## config.mk

```make
export PLATFORM = sky130hd
export DESIGN_NAME = bta_operand_loader_flat
export DESIGN_NICKNAME = d
export VERILOG_FILES = /design/src/rtl/bta_operand_loader_if.sv /design/src/rtl/bta_operand_loader.sv /design/src/flat_wrapper.sv
export SDC_FILE = /design/constraint.sdc
export NUM_CORES = 1
export LEC_CHECK = 0
export ABC_AREA = 1
export CAP_MARGIN = 15
export CORE_MARGIN = 2
export CORE_UTILIZATION = 25
export DETAILED_ROUTE_END_ITERATION = 12
export SLEW_MARGIN = 0
export SYNTH_ARGS = -nofsm -noshare
export SYNTH_HDL_FRONTEND = slang
export SYNTH_SLANG_ARGS = --single-unit
```

## constraint.sdc

```tcl
create_clock -name clk -period 2 [get_ports clk]
set_input_delay 0.5 -clock clk [delete_from_list [all_inputs] [get_ports clk]]
set_output_delay 0.5 -clock clk [all_outputs]
set_load 0.03 [all_outputs]
```

## src/rtl/bta_operand_loader_if.sv

```systemverilog
// Stream-in / bank-out bundle between the operand source, the loader and the tree adder.
interface bta_operand_loader_if #(
    parameter int M = 16
);
    logic         in_valid;
    logic [M-1:0] in_data;
    logic         in_ready;
    logic         clear;
    logic [M-1:0] op_a, op_b, op_c, op_d, op_e, op_f, op_g, op_h;
    logic         c0;
    logic         launch;
    logic         busy;
    logic         res_valid;
    logic [2:0]   slot_cnt;

    modport master (
        output in_valid, in_data, clear,
        input  in_ready, op_a, op_b, op_c, op_d, op_e, op_f, op_g, op_h,
        input  c0, launch, busy, res_valid, slot_cnt
    );

    modport slave (
        input  in_valid, in_data, clear,
        output in_ready, op_a, op_b, op_c, op_d, op_e, op_f, op_g, op_h,
        output c0, launch, busy, res_valid, slot_cnt
    );
endinterface

```

## src/rtl/bta_operand_loader.sv

```systemverilog
// Collects eight operands into a bank, holds it steady for the tree adder's latency,
// then flags the adder result as valid and reopens for the next bank.
module bta_operand_loader #(
    parameter int M    = 16,
    parameter int HOLD = 40
) (
    input logic                 clk,
    input logic                 rst_n,
    bta_operand_loader_if.slave bus
);
    typedef enum logic {
        S_LOAD,
        S_HOLD
    } state_t;

    localparam logic [7:0] HOLD_LOAD = 8'(HOLD - 1);

    state_t       state;
    logic [M-1:0] bank [8];
    logic [7:0]   hold_cnt;
    logic [2:0]   slot_cnt;
    logic         launch;
    logic         res_valid;
    logic         accept;

    // Ready is combinational so that clear blocks an accept in the same cycle.
    assign bus.in_ready = rst_n & (state == S_LOAD) & ~bus.clear;
    assign accept       = bus.in_valid & bus.in_ready;

    always_ff @(posedge clk or negedge rst_n) begin
        if (!rst_n) begin
            state     <= S_LOAD;
            hold_cnt  <= '0;
            slot_cnt  <= '0;
            launch    <= 1'b0;
            res_valid <= 1'b0;
            // NOTE: the bank is only eight registers and its reset value is observable
            // on op_a..op_h, so it is reset like any other state.
            for (int i = 0; i < 8; i++) bank[i] <= '0;
        end else begin
            // NOTE: non-blocking assignments throughout; every right-hand side below
            // reads the pre-edge value, which is what makes slot_cnt index the old slot.
            launch    <= 1'b0;
            res_valid <= 1'b0;
            case (state)
                S_LOAD: begin
                    if (bus.clear) begin
                        slot_cnt <= '0;
                    end else if (accept) begin
                        bank[slot_cnt] <= bus.in_data;
                        if (slot_cnt == 3'd7) begin
                            slot_cnt <= '0;
                            state    <= S_HOLD;
                            hold_cnt <= HOLD_LOAD;
                            launch   <= 1'b1;
                        end else begin
                            slot_cnt <= slot_cnt + 3'd1;
                        end
                    end
                end
                S_HOLD: begin
                    if (bus.clear) begin
                        state <= S_LOAD;
                    end else if (hold_cnt == 8'd0) begin
                        state     <= S_LOAD;
                        res_valid <= 1'b1;
                    end else begin
                        hold_cnt <= hold_cnt - 8'd1;
                    end
                end
                default: state <= S_LOAD;
            endcase
        end
    end

    assign bus.op_a      = bank[0];
    assign bus.op_b      = bank[1];
    assign bus.op_c      = bank[2];
    assign bus.op_d      = bank[3];
    assign bus.op_e      = bank[4];
    assign bus.op_f      = bank[5];
    assign bus.op_g      = bank[6];
    assign bus.op_h      = bank[7];
    assign bus.c0        = 1'b0;
    assign bus.launch    = launch;
    assign bus.busy      = (state == S_HOLD);
    assign bus.res_valid = res_valid;
    assign bus.slot_cnt  = slot_cnt;
endmodule

```

## src/flat_wrapper.sv

```systemverilog
// flat-port wrapper written by rule: the top's interface ports become plain ports
module bta_operand_loader_flat 
#(
    parameter int M    = 16,
    parameter int HOLD = 40
)
  (clk, rst_n, bus_in_valid, bus_in_data, bus_clear, bus_in_ready, bus_op_a, bus_op_b, bus_op_c, bus_op_d, bus_op_e, bus_op_f, bus_op_g, bus_op_h, bus_c0, bus_launch, bus_busy, bus_res_valid, bus_slot_cnt);
  bta_operand_loader_if #(.M(M)) bus_i ();
  input logic clk;
  input logic rst_n;
  input wire logic [$bits(bus_i.in_valid)-1:0] bus_in_valid;
  input wire logic [$bits(bus_i.in_data)-1:0] bus_in_data;
  input wire logic [$bits(bus_i.clear)-1:0] bus_clear;
  output wire logic [$bits(bus_i.in_ready)-1:0] bus_in_ready;
  output wire logic [$bits(bus_i.op_a)-1:0] bus_op_a;
  output wire logic [$bits(bus_i.op_b)-1:0] bus_op_b;
  output wire logic [$bits(bus_i.op_c)-1:0] bus_op_c;
  output wire logic [$bits(bus_i.op_d)-1:0] bus_op_d;
  output wire logic [$bits(bus_i.op_e)-1:0] bus_op_e;
  output wire logic [$bits(bus_i.op_f)-1:0] bus_op_f;
  output wire logic [$bits(bus_i.op_g)-1:0] bus_op_g;
  output wire logic [$bits(bus_i.op_h)-1:0] bus_op_h;
  output wire logic [$bits(bus_i.c0)-1:0] bus_c0;
  output wire logic [$bits(bus_i.launch)-1:0] bus_launch;
  output wire logic [$bits(bus_i.busy)-1:0] bus_busy;
  output wire logic [$bits(bus_i.res_valid)-1:0] bus_res_valid;
  output wire logic [$bits(bus_i.slot_cnt)-1:0] bus_slot_cnt;
  assign bus_i.in_valid = bus_in_valid;
  assign bus_i.in_data = bus_in_data;
  assign bus_i.clear = bus_clear;
  assign bus_in_ready = bus_i.in_ready;
  assign bus_op_a = bus_i.op_a;
  assign bus_op_b = bus_i.op_b;
  assign bus_op_c = bus_i.op_c;
  assign bus_op_d = bus_i.op_d;
  assign bus_op_e = bus_i.op_e;
  assign bus_op_f = bus_i.op_f;
  assign bus_op_g = bus_i.op_g;
  assign bus_op_h = bus_i.op_h;
  assign bus_c0 = bus_i.c0;
  assign bus_launch = bus_i.launch;
  assign bus_busy = bus_i.busy;
  assign bus_res_valid = bus_i.res_valid;
  assign bus_slot_cnt = bus_i.slot_cnt;
  bta_operand_loader #(.M(M), .HOLD(HOLD)) u_core (.clk(clk), .rst_n(rst_n), .bus(bus_i));
endmodule
```

Word level (Yosys, flattened, before mapping) --
Index checks and enable logic that the tools add are counted.
Cells by class: add/subtract/negate cells 2, order comparisons 2, equality and inequality tests 6, multiplexer cells 22, bitwise operators 6, reduce and logical (&&, ||, !) cells 6
Operator list (number):
- 128-bit bitwise mux | 1
- 16-bit demux with 3-bit select | 1
- 8-bit 2-to-1 mux | 5
- 16-bit 2-to-1 mux | 1
- 8-bit one-hot mux with 2 select lines | 1
- 1-bit 2-to-1 mux | 9
- 3-bit 2-to-1 mux | 3
- 8-bit zero test | 1
- 2-bit != test, second input constant | 4
- 8-bit by 1-bit subtractor with 8-bit output, second input constant | 1
- 5-bit AND reduction | 1
- 4-bit greater-or-equal comparator, second input constant | 1
- 4-bit by 1-bit less-than comparator with 1-bit output, second input constant | 1
- 3-bit NOT with 4-bit output | 1
- 3-bit by 1-bit adder with 3-bit output, second input constant | 1
- 1-bit AND | 3
- 3-bit equality test, second input constant | 1
- 3-bit AND reduction | 1
- 2-bit by 1-bit != test with 1-bit output, second input constant | 1
- 1-bit NOT | 2
- 1-bit one-hot mux with 2 select lines | 1
- 2-bit AND reduction | 1
- 2-bit nonzero test | 1
- 1-bit logical AND | 1
Storage, ports and cells: bits in registers 142, input port bits 20

Longest topological paths before layout --
word-level depth 7, gate-level depth with buffers 8, mapped depth without buffers 8

Least setup slack after synthesis --
OpenSTA, ideal clock, no wires.
kind register -> register, from register u_core.state (netlist: u_core.bus.busy), to register u_core.hold_cnt[2], library setup time 0.129 ns, arrival time 1.661 ns, required time 1.871 ns, slack 0.210 ns, stages on the path, launching flop included 7, buffers on the path 0, path through dfrtp_1 inv_2 nand2_1 nor2_1 nand3_1 nand2_1 o21ai_0
On the way: longest elaborated chain between the ends 6, elaborated cells on any way between the ends 11, classes of those cells eq/ne: 5; mux: 1; bitwise: 4; reduce/logical: 1
Ends and longest elaborated chain:
- start: declaration | line bta_operand_loader.sv:18 | state_t state;
- start signal: assignment | line bta_operand_loader.sv:32 | state <= S_LOAD;
- start signal: assignment | line bta_operand_loader.sv:53 | state <= S_HOLD;
- start signal: assignment | line bta_operand_loader.sv:63 | state <= S_LOAD;
- 1-bit NOT (no line)
- 1-bit AND (2 in a row) | line bta_operand_loader.sv:27 | assign bus.in_ready = rst_n & (state == S_LOAD) & ~bus.clear;
- named net bus_in_ready | line flat_wrapper.sv:14 | output wire logic [$bits(bus_i.in_ready)-1:0] bus_in_ready;
- 1-bit AND | line bta_operand_loader.sv:28 | assign accept = bus.in_valid & bus.in_ready;
- 2-bit by 1-bit != test with 1-bit output (no line)
- 5-bit AND reduction (no line)
- end signal: assignment | line bta_operand_loader.sv:68 | hold_cnt <= hold_cnt - 8'd1;
- end: declaration | line bta_operand_loader.sv:20 | logic [7:0] hold_cnt;
The timed path passes the listed nets, and every way through them passes these cells. A chain may end at the register's enable or synchronous reset.

Final worst setup path --
from register u_core.bank (netlist bit u_core.bus.op_e[3]), to output port bus_op_e[3]
RTL lines:
- start: declaration | line bta_operand_loader.sv:19 | logic [M-1:0] bank [8];
- start signal: indexed assignment | line bta_operand_loader.sv:50 | bank[slot_cnt] <= bus.in_data;
- end: declaration | line flat_wrapper.sv:19 | output wire logic [$bits(bus_i.op_e)-1:0] bus_op_e;
No word-level cell between the ends.

==> results.sh <==
export IMPL_rsz0062_at_grt="true"
export IMPL_timing_hold_ws_ns=0.132
export IMPL_critPathCaptureType="output port"
export IMPL_slew_headroom_pct=52.8
export IMPL_crit_family="buffers and inverters"
export IMPL_start_util_pct=25.5
export IMPL_dp_cells=1049
export IMPL_clk_transition_reported_paths_ns=0.06
export IMPL_busiest_layer="met2"
export IMPL_required_ns=1.50
export IMPL_worstPathArrival_ns=1.46
export IMPL_leakage_nw=4.69
export IMPL_die_y_um=156
export IMPL_grt_util_all_layers_pct=14.5
export IMPL_finalMaxSlewViolations=0
export IMPL_power_density_nw_per_um2=978
export IMPL_clock_sinks=142
export IMPL_grt_start_max_net_pins=89
export IMPL_grt_util_met1_pct=18.0
export IMPL_final_common_cell="nand2_1"
export IMPL_peakVddDrop_mv=0.494
export IMPL_antenna_left=0
export IMPL_path_max_fanout=2
export IMPL_drive_above_1_share_pct=9.82
export IMPL_ys_ff_latch=142
export IMPL_cts_path_max_buffers=2
export IMPL_status="finished clean"
export IMPL_drt_pass1_iterations=4
export IMPL_area_delta_synth_final_pct=47.1
export IMPL_fmax_mhz=510
export IMPL_rr_worst_depth=8
export IMPL_clockRootBuffer="clkbuf_16"
export IMPL_criticalPathCategory="reg2out"
export IMPL_antenna_found_initial=0
export IMPL_diodes=0
export IMPL_fin_nets=807
export IMPL_gp_congestion=0.739
export IMPL_grt_ovfl_total=0
export IMPL_fin_crit_ns=1.96
export IMPL_avgSynthCellArea_um2=9.38
export IMPL_cts_tree="done"
export IMPL_row_count=55
export IMPL_path_buf_inv=1
export IMPL_num_io_pins=156
export IMPL_synth_nets=640
export IMPL_design_core_area_um2=22600
export IMPL_post_route_drc_count=0
export IMPL_critPathLaunch="u_core.bus.op_e[3]$_DFFE_PN0P_"
export IMPL_grt_pass1_wl_um=26800
export IMPL_die_area_um2=24400
export IMPL_viasPerCell=4.27
export IMPL_hold_viol=0
export IMPL_worst_slew_pin_slew_ns=0.708
export IMPL_layout_common_cells="nand2_1 (151), dfrtp_1 (142), o21ai_0 (77)"
export IMPL_reg2reg_to="u_core.bus.op_h[9]$_DFFE_PN0P_"
export IMPL_crit_end="bus_op_e[3]"
export IMPL_crit_chain="clkdlybuf4s50_1"
export IMPL_maxCapViolCount=0
export IMPL_drtIter0Drc=186
export IMPL_finClkSkew_ns=0.00817
export IMPL_hpwlAfterDp_um=11900
export IMPL_synth_area_um2=5780
export IMPL_wl_um=16700
export IMPL_max_stage_delay_ns=0.68
export IMPL_port_buffers=154
export IMPL_insertion_delay_ns=0.42
export IMPL_hp_class="in2async"
export IMPL_dpl_cell_area_um2=7810
export IMPL_worstSetupPathDepth=1
export IMPL_fin_area_um2=8500
export IMPL_worstReg2RegStart="u_core.bus.busy$_DFF_PN0_"
export IMPL_wl_per_cell_um=15.4
export IMPL_synth_cells=616
export IMPL_ys_seq_area_share_pct=61.5
export IMPL_setup_violations=0
export IMPL_finalCritPeriodShare_pct=98.0
export IMPL_met2_usage_pct=23.4
export IMPL_setup_tns_ns=0
export IMPL_cts_buffers=17
export IMPL_yosysWarnings=0
export IMPL_cp_slowest_cell="clkdlybuf4s50_1"
export IMPL_fp_dieW_um=156
export IMPL_cts_hold_buf=0
export IMPL_htreeDepth=4
export IMPL_grt_pass1_vias=4708
export IMPL_post_layout_nonfiller_instances=1079
export IMPL_synth_cell_types=30
export IMPL_vias=4603
export IMPL_cp_start_kind="register"
export IMPL_grt_util_met3_pct=5.58
export IMPL_reg2reg_setup_slack_ns=0.42
export IMPL_power_mw=8.32
## sequential cells by signal (all words and copies together) (netlist names)
name and count:
u_core.bus.op_a 16, u_core.bus.op_b 16, u_core.bus.op_c 16, u_core.bus.op_d 16
u_core.bus.op_e 16, u_core.bus.op_f 16, u_core.bus.op_g 16, u_core.bus.op_h 16
u_core.hold_cnt 8, u_core.bus.slot_cnt 3, u_core.bus.busy 1, u_core.bus.launch 1
u_core.bus.res_valid 1
## area by class of cell
cell class	instances	area [um2]
Fill cell	2270	14100
Sequential cell	142	3550
Timing Repair Buffer	178	1970
Multi-Input combinational cell	388	1850
Clock buffer	17	425
Tap cell	285	357
Inverter	56	210
Clock inverter	13	145
## how the worst min path moves through the flow
stage | from | to
floorplan | rst_n | u_core.bus.busy$_DFF_PN0_
global placement | u_core.bus.op_e[1]$_DFFE_PN0P_ | u_core.bus.op_e[1]$_DFFE_PN0P_
detailed placement | u_core.bus.op_e[0]$_DFFE_PN0P_ | u_core.bus.op_e[0]$_DFFE_PN0P_
CTS | rst_n | u_core.hold_cnt[7]$_DFFE_PN0P_
global route | rst_n | u_core.hold_cnt[3]$_DFFE_PN0P_
finish | rst_n | u_core.hold_cnt[3]$_DFFE_PN0P_
## cell usage after synthesis
cell | number | area [um2]
nor3_1 | 2 | 10.0
conb_1 | 1 | 3.75
ha_1 | 4 | 50.1
clkbuf_1 | 7 | 26.3
clkbuf_2 | 1 | 5.00
o21ai_0 | 77 | 385
nand3_2 | 1 | 10.0
buf_4 | 7 | 52.6
nand2_1 | 151 | 567
dfrtp_1 | 142 | 3550
o21bai_1 | 1 | 7.51
nand2_4 | 1 | 11.3
buf_6 | 2 | 22.5
nand3_4 | 1 | 17.5
xor2_1 | 1 | 8.76
nand2_2 | 3 | 18.8
nor2_1 | 59 | 221
inv_1 | 54 | 203
nand4_1 | 2 | 12.5
nand3_1 | 16 | 80.1
o21ai_1 | 9 | 45.0
a21oi_1 | 46 | 230
buf_2 | 13 | 65.1
nor2_2 | 1 | 6.26
inv_2 | 2 | 7.51
nand4_4 | 1 | 21.3
nor2_4 | 7 | 78.8
o21a_1 | 1 | 7.51
nor3_4 | 2 | 32.5
nor2_8 | 1 | 20.0
## report_power, final
group	switching [mW]	internal (mW)	total [mW]
clock network	1.28	1.83	3.11
registers	0.191	3.20	3.39
logic	1.14	0.676	1.82
## per-layer routing
layer	vias to the layer above	routed length, um
met1	2197	7360
li1	2287	-
met3	14	1140
met4	0	208
met2	105	7950
met5	-	0
## per-stage QoR
step,setup WS (ns),util (%)
after floorplan,0.210,-
after global placement,0.0434,34.5
after detailed placement,0.00668,34.5
after CTS,0.000369,36.9
after global routing,-0.0246,37.6
final,0.0404,37.6
## logic make-up (layout without fill, tap and decap cells)
kind of cell | Yosys count | after routing | share of synthesized area (%)
compound gates | 134 | 134 | 11.7
xor+xnor | 1 | 1 | 0.152
fa+ha+maj | 4 | 4 | 0.866
buf+inv | 86 | 264 | 6.60
flops | 142 | 142 | 61.5
other cells | 1 | 1 | 0.0649
simple gates | 248 | 248 | 19.2
## timing repair
action / 4_1_cts / 5_1_grt
endpoints found under the setup margin: 27 / 62
buffers inserted: 0 / 0
gates resized for setup: 27 / 63
Power figures use the tool's default switching activity.
